==> config.mk <==
export PLATFORM = sky130hd
export DESIGN_NAME = mdio_phy_slave
export DESIGN_NICKNAME = d
export VERILOG_FILES = /design/src/rtl/mdio_phy_slave.sv
export SDC_FILE = /design/constraint.sdc
export NUM_CORES = 1
export LEC_CHECK = 0
export ABC_AREA = 1
export BUFFER_PORTS_ARGS = -buffer_cell sky130_fd_sc_hd__buf_2
export CAP_MARGIN = 20
export CORE_ASPECT_RATIO = 0.9
export CORE_MARGIN = 1
export CORE_UTILIZATION = 40
export DETAILED_ROUTE_END_ITERATION = 16
export SYNTH_ARGS = -nofsm -noshare
export SYNTH_HDL_FRONTEND = slang
export SYNTH_SLANG_ARGS = --single-unit
==> constraint.sdc <==
create_clock -name CLK -period 24.3 [get_ports CLK]
set_input_delay 7.29 -clock CLK [delete_from_list [all_inputs] [get_ports CLK]]
set_output_delay 7.29 -clock CLK [all_outputs]
set_load 0.01 [all_outputs]
==> src/rtl/mdio_phy_slave.sv <==
// MDIO (clause 22) PHY-side slave: decodes master frames sampled on MDC rising
// edges, serves reads/writes from a 32 x 16 register file.
module mdio_phy_slave #(
  parameter logic [4:0]  PHY_ADDR = 5'd2,
  parameter logic [15:0] REG_INIT = 16'h0000
) (
  input  logic        CLK,
  input  logic        RESET,
  input  logic        MDC,
  input  logic        MDIO_OUT,
  input  logic        MDIO_OE,
  output logic        MDIO_IN,
  output logic        MDIO_IN_OE,
  output logic        WR_STROBE,
  output logic [4:0]  WR_ADDR,
  output logic [15:0] WR_DATA,
  output logic        RD_STROBE,
  output logic        FRAME_ERR
);

  localparam logic [3:0] S_IDLE  = 4'd0;
  localparam logic [3:0] S_ST    = 4'd1;
  localparam logic [3:0] S_OP    = 4'd2;
  localparam logic [3:0] S_PHYAD = 4'd3;
  localparam logic [3:0] S_REGAD = 4'd4;
  localparam logic [3:0] S_TA    = 4'd5;
  localparam logic [3:0] S_WDATA = 4'd6;
  localparam logic [3:0] S_RDATA = 4'd7;
  localparam logic [3:0] S_SKIP  = 4'd8;

  logic        mdc_q, mdc_d;
  logic [3:0]  state_q, state_d;
  logic [4:0]  cnt_q, cnt_d;
  logic [4:0]  phy_q, phy_d;
  logic [4:0]  reg_q, reg_d;
  logic [15:0] sh_q, sh_d;
  logic [15:0] rd_sh_q, rd_sh_d;
  logic        rd_op_q, rd_op_d;
  logic        mdio_in_q, mdio_in_d;
  logic        mdio_in_oe_q, mdio_in_oe_d;
  logic        wr_strobe_q, wr_strobe_d;
  logic [4:0]  wr_addr_q, wr_addr_d;
  logic [15:0] wr_data_q, wr_data_d;
  logic        rd_strobe_q, rd_strobe_d;
  logic        frame_err_q, frame_err_d;
  logic [15:0] regs_q [32];
  logic [15:0] regs_d [32];
  logic        rise;

  assign mdc_d = MDC;
  assign rise  = MDC & ~mdc_q;

  always_comb begin
    state_d      = state_q;
    cnt_d        = cnt_q;
    phy_d        = phy_q;
    reg_d        = reg_q;
    sh_d         = sh_q;
    rd_sh_d      = rd_sh_q;
    rd_op_d      = rd_op_q;
    mdio_in_d    = mdio_in_q;
    mdio_in_oe_d = mdio_in_oe_q;
    wr_addr_d    = wr_addr_q;
    wr_data_d    = wr_data_q;
    regs_d       = regs_q;
    wr_strobe_d  = 1'b0;
    rd_strobe_d  = 1'b0;
    frame_err_d  = 1'b0;
    if (rise) begin
      case (state_q)
        S_IDLE: begin
          cnt_d = '0;
          if (MDIO_OE && !MDIO_OUT) state_d = S_ST;
        end
        S_ST: begin
          cnt_d = '0;
          if (MDIO_OUT) begin
            state_d = S_OP;
          end else begin
            frame_err_d = 1'b1;
            state_d     = S_IDLE;
          end
        end
        S_OP: begin
          if (cnt_q == 5'd0) begin
            sh_d[0] = MDIO_OUT;
            cnt_d   = 5'd1;
          end else if (sh_q[0] == MDIO_OUT) begin
            frame_err_d = 1'b1;
            state_d     = S_IDLE;
          end else begin
            // OP 10 (first bit 1) is a read
            rd_op_d = sh_q[0];
            cnt_d   = '0;
            state_d = S_PHYAD;
          end
        end
        S_PHYAD: begin
          phy_d = {phy_q[3:0], MDIO_OUT};
          if (cnt_q == 5'd4) begin
            cnt_d   = '0;
            state_d = S_REGAD;
          end else begin
            cnt_d = cnt_q + 5'd1;
          end
        end
        S_REGAD: begin
          reg_d = {reg_q[3:0], MDIO_OUT};
          if (cnt_q == 5'd4) begin
            cnt_d   = '0;
            state_d = (phy_q == PHY_ADDR) ? S_TA : S_SKIP;
          end else begin
            cnt_d = cnt_q + 5'd1;
          end
        end
        S_TA: begin
          if (rd_op_q) begin
            if (MDIO_OE) begin
              frame_err_d  = 1'b1;
              mdio_in_oe_d = 1'b0;
              mdio_in_d    = 1'b0;
              state_d      = S_IDLE;
            end else if (cnt_q == 5'd0) begin
              rd_sh_d     = regs_q[reg_q];
              rd_strobe_d = 1'b1;
              cnt_d       = 5'd1;
            end else begin
              mdio_in_oe_d = 1'b1;
              mdio_in_d    = 1'b0;
              cnt_d        = '0;
              state_d      = S_RDATA;
            end
          end else if (cnt_q == 5'd0) begin
            sh_d[0] = MDIO_OUT;
            cnt_d   = 5'd1;
          end else if (sh_q[0] && !MDIO_OUT) begin
            cnt_d   = '0;
            state_d = S_WDATA;
          end else begin
            frame_err_d = 1'b1;
            state_d     = S_IDLE;
          end
        end
        S_WDATA: begin
          sh_d = {sh_q[14:0], MDIO_OUT};
          if (cnt_q == 5'd15) begin
            regs_d[reg_q] = {sh_q[14:0], MDIO_OUT};
            wr_addr_d     = reg_q;
            wr_data_d     = {sh_q[14:0], MDIO_OUT};
            wr_strobe_d   = 1'b1;
            cnt_d         = '0;
            state_d       = S_IDLE;
          end else begin
            cnt_d = cnt_q + 5'd1;
          end
        end
        S_RDATA: begin
          // cnt counts data bits already presented; 16 means the frame is done
          if (MDIO_OE || cnt_q == 5'd16) begin
            frame_err_d  = MDIO_OE;
            mdio_in_oe_d = 1'b0;
            mdio_in_d    = 1'b0;
            cnt_d        = '0;
            state_d      = S_IDLE;
          end else begin
            mdio_in_d = rd_sh_q[15];
            rd_sh_d   = {rd_sh_q[14:0], 1'b0};
            cnt_d     = cnt_q + 5'd1;
          end
        end
        S_SKIP: begin
          if (cnt_q == 5'd17) begin
            cnt_d   = '0;
            state_d = S_IDLE;
          end else begin
            cnt_d = cnt_q + 5'd1;
          end
        end
        default: begin
          cnt_d   = '0;
          state_d = S_IDLE;
        end
      endcase
    end
  end

  always_ff @(posedge CLK or posedge RESET) begin
    if (RESET) begin
      mdc_q        <= 1'b0;
      state_q      <= S_IDLE;
      cnt_q        <= '0;
      mdio_in_q    <= 1'b0;
      mdio_in_oe_q <= 1'b0;
      wr_strobe_q  <= 1'b0;
      wr_addr_q    <= '0;
      wr_data_q    <= '0;
      rd_strobe_q  <= 1'b0;
      frame_err_q  <= 1'b0;
      for (int i = 0; i < 32; i++) regs_q[i] <= REG_INIT;
    end else begin
      mdc_q        <= mdc_d;
      state_q      <= state_d;
      cnt_q        <= cnt_d;
      mdio_in_q    <= mdio_in_d;
      mdio_in_oe_q <= mdio_in_oe_d;
      wr_strobe_q  <= wr_strobe_d;
      wr_addr_q    <= wr_addr_d;
      wr_data_q    <= wr_data_d;
      rd_strobe_q  <= rd_strobe_d;
      frame_err_q  <= frame_err_d;
      regs_q       <= regs_d;
    end
  end

  // Field shift registers carry no control meaning outside their states.
  always_ff @(posedge CLK) begin
    phy_q   <= phy_d;
    reg_q   <= reg_d;
    sh_q    <= sh_d;
    rd_sh_q <= rd_sh_d;
    rd_op_q <= rd_op_d;
  end

  assign MDIO_IN    = mdio_in_q;
  assign MDIO_IN_OE = mdio_in_oe_q;
  assign WR_STROBE  = wr_strobe_q;
  assign WR_ADDR    = wr_addr_q;
  assign WR_DATA    = wr_data_q;
  assign RD_STROBE  = rd_strobe_q;
  assign FRAME_ERR  = frame_err_q;

endmodule

==> flow_metrics.env <==
export IMPL_synth_most_common_cell="nand2_1"
export IMPL_numClockSinks=590
export IMPL_start_util_pct=40.4
export IMPL_power_leakage_nw=15.0
export IMPL_drt_first_iter_violations=2079
export IMPL_setup_violations_final=0
export IMPL_synth_top_area_share_pct=50.8
export IMPL_num_antenna_cells=0
export IMPL_layout_drive_gt1_share_pct=6.28
export IMPL_dieWidth_um=276
export IMPL_path_class="primary input to flip-flop"
export IMPL_synth_compound_area_share_pct=10.3
export IMPL_grt_total_usage_pct=22.5
export IMPL_hp_class="flip-flop to flip-flop"
export IMPL_synth_edf_count=42
export IMPL_netlist_area_mm2=0.0270
export IMPL_fin_hold_ws_ns=0.453
export IMPL_ys_seq_elements=590
export IMPL_synth_top_cell_by_area="dfrtp_1"
export IMPL_arrival_ns=11.04
export IMPL_crit_path_end_kind="flip-flop"
export IMPL_p_total_mw=2.18
export IMPL_fin_crit_ns=10.54
export IMPL_ioPinCount=31
export IMPL_die_area_mm2=0.0686
export IMPL_fin_util_pct=45.1
export IMPL_grt_pass1_wl_um=121000
export IMPL_clock_path_buffers=3
export IMPL_required_ns=24.80
export IMPL_synthArstFlopShare_pct=92.9
export IMPL_postCtsSetupBuffers=0
export IMPL_numCtsBuffers=68
export IMPL_r2r_slack_ns=19.79
export IMPL_crit_fanout=47
export IMPL_gp_congestion=0.834
export IMPL_via_count=22200
export IMPL_place_inst=4199
export IMPL_synth_xor_xnor_area_share_pct=0
export IMPL_routed_wl_um=75600
export IMPL_worst_slew_pin_slew_ns=1.23
export IMPL_core_area_mm2=0.0669
export IMPL_layout_nets=3413
export IMPL_yosys_top_cells_area="dfrtp_1, nand2_1, o21ai_0, edfxtp_1, clkbuf_1"
export IMPL_dp_worst_setup_slack_ns=13.20
export IMPL_antenna_left=0
export IMPL_synth_nets=3518
export IMPL_grt_pass1_vias=21000
export IMPL_fmax_ghz=0.0948
export IMPL_cts_tree="done"
export IMPL_final_period_utilization_pct=43.4
export IMPL_avgSynthCellArea_um2=7.70
export IMPL_slew_headroom_pct=17.6
export IMPL_skew_ns=0.0218
export IMPL_synthAdderAreaFrac_pct=0.278
export IMPL_clock_latency_ns=0.61
export IMPL_ir_drop_uv=48.8
export IMPL_muxShareOfSynthArea_pct=0
export IMPL_ctsHoldBuffers=0
export IMPL_vias_per_cell=5.13
export IMPL_place_area_mm2=0.0277
export IMPL_overflow=0
export IMPL_layoutNonFillerInstCount=4329
export IMPL_synth_top_family_by_area="simple AND/OR/NAND/NOR gates"
export IMPL_grt_max_degree=182
export IMPL_hold_viol_final=0
export IMPL_io_buffers=30
export IMPL_synthCells=3507
export IMPL_synth_common_cells="nand2_1, dfrtp_1, o21ai_0"
export IMPL_wl_per_cell_um=17.5
export IMPL_synthFlopType="dfrtp_1"
export IMPL_ys_warn_count=0
export IMPL_hpwl_um=42700
export IMPL_drc=0
export IMPL_power_density_mw_per_mm2=72.1
export IMPL_rows=90
export IMPL_synth_simple_area_share_pct=29.2
export IMPL_antenna_found_initial=1
export IMPL_synth_cell_types=26
export IMPL_htree_levels=3
export IMPL_area_delta_synth_final_pct=11.6
export IMPL_design_area_mm2=0.0302
export IMPL_cap_violations=0
export IMPL_start_kind="primary input"
export IMPL_setup_tns_ns=0
export IMPL_yosysSeqAreaShare_pct=55.4
export IMPL_detail_route_first_pass_iterations=6
export IMPL_setup_slack_ns=13.76
export IMPL_cts_resized=0
export IMPL_fp_dieH_um=249
export IMPL_status="completed"
export IMPL_cts_reportedPaths_clkPinSlew_ns=0.06
export IMPL_maxSlewViolCount=0
export IMPL_rsz0062_at_grt="no"
export IMPL_root_buffer="clkbuf_16"
## worst max-delay path, stage by stage
cell and delay, ns:
buf_2 0.09, inv_1 0.03, nor2_1 0.28, nand3_2 0.77, nor3_2 1.23, nand2_1 0.89
o21ai_0 0.43
## cell families after synthesis
group	after synthesis
and+or+nand+nor	2020
adders and majority gates	6
DFF	590
buffers and inverters	339
AOI/OAI and AO/OA	552
## per-layer routing
metal / routed length, um / global-route usage, % / vias up / part of all wire, %
met5: 0 / 0 / - / 0
met4: 1510 / 5.56 / 0 / 2.0
met3: 4450 / 3.42 / 94 / 5.9
met2: 32300 / 33.3 / 612 / 43
met1: 37300 / 34.4 / 10600 / 49
li1: - / - / 10900 / -
## path summary, 6_finish.rpt
path / startpoint / to / cells after the start
worst min register to register: sh_q[11] / sh_q[12] / 0
worst max-delay path: MDC / regs_q[239] / 7
worst min-delay path: sh_q[11] / sh_q[12] / 0
min in group asynchronous: RESET / regs_q[121] / 2
max in group asynchronous: RESET / regs_q[435] / 5
worst max register to register: cnt_q[0] / regs_q[239] / 8
## flip-flops by register name (all words and copies together) (netlist names), 5 cells and up
| signal | flops |
|---|---|
| phy_q | 5 |
| regs_q | 512 |
| WR_ADDR | 5 |
| cnt_q | 5 |
| rd_sh_q | 16 |
| reg_q | 5 |
| sh_q | 15 |
| WR_DATA | 16 |
## area by class of cell
type / count / area [um^2]
inverters: 85 / 337
repair buffers: 79 / 641
clock inverters: 24 / 314
multi-input cells: 2578 / 10800
clock buffers: 99 / 2010
well taps: 874 / 1090
flip-flops and latches: 590 / 15000
fillers: 6765 / 36700
## placed cells by master (no fill, tap or decap), types with 7 or more instances in the layout
cell	n
buf_2	30
buf_4	40
bufinv_16	7
clkbuf_1	15
clkbuf_16	71
clkbuf_8	13
clkinv_1	11
dfrtp_1	548
edfxtp_1	42
inv_1	76
nand2_1	1788
nand3_1	124
nand4_1	15
nor2_1	56
nor3_2	8
o21ai_0	487
o21ai_1	55
or2_2	16
## power by group
part | switching [mW] | internal (mW)
Combinational | 0.0856 | 0.0210
Clock | 0.414 | 0.650
Sequential | 0.00665 | 0.998
Total | 0.506 | 1.67
Note: power is estimated with default switching activity, not from simulation.
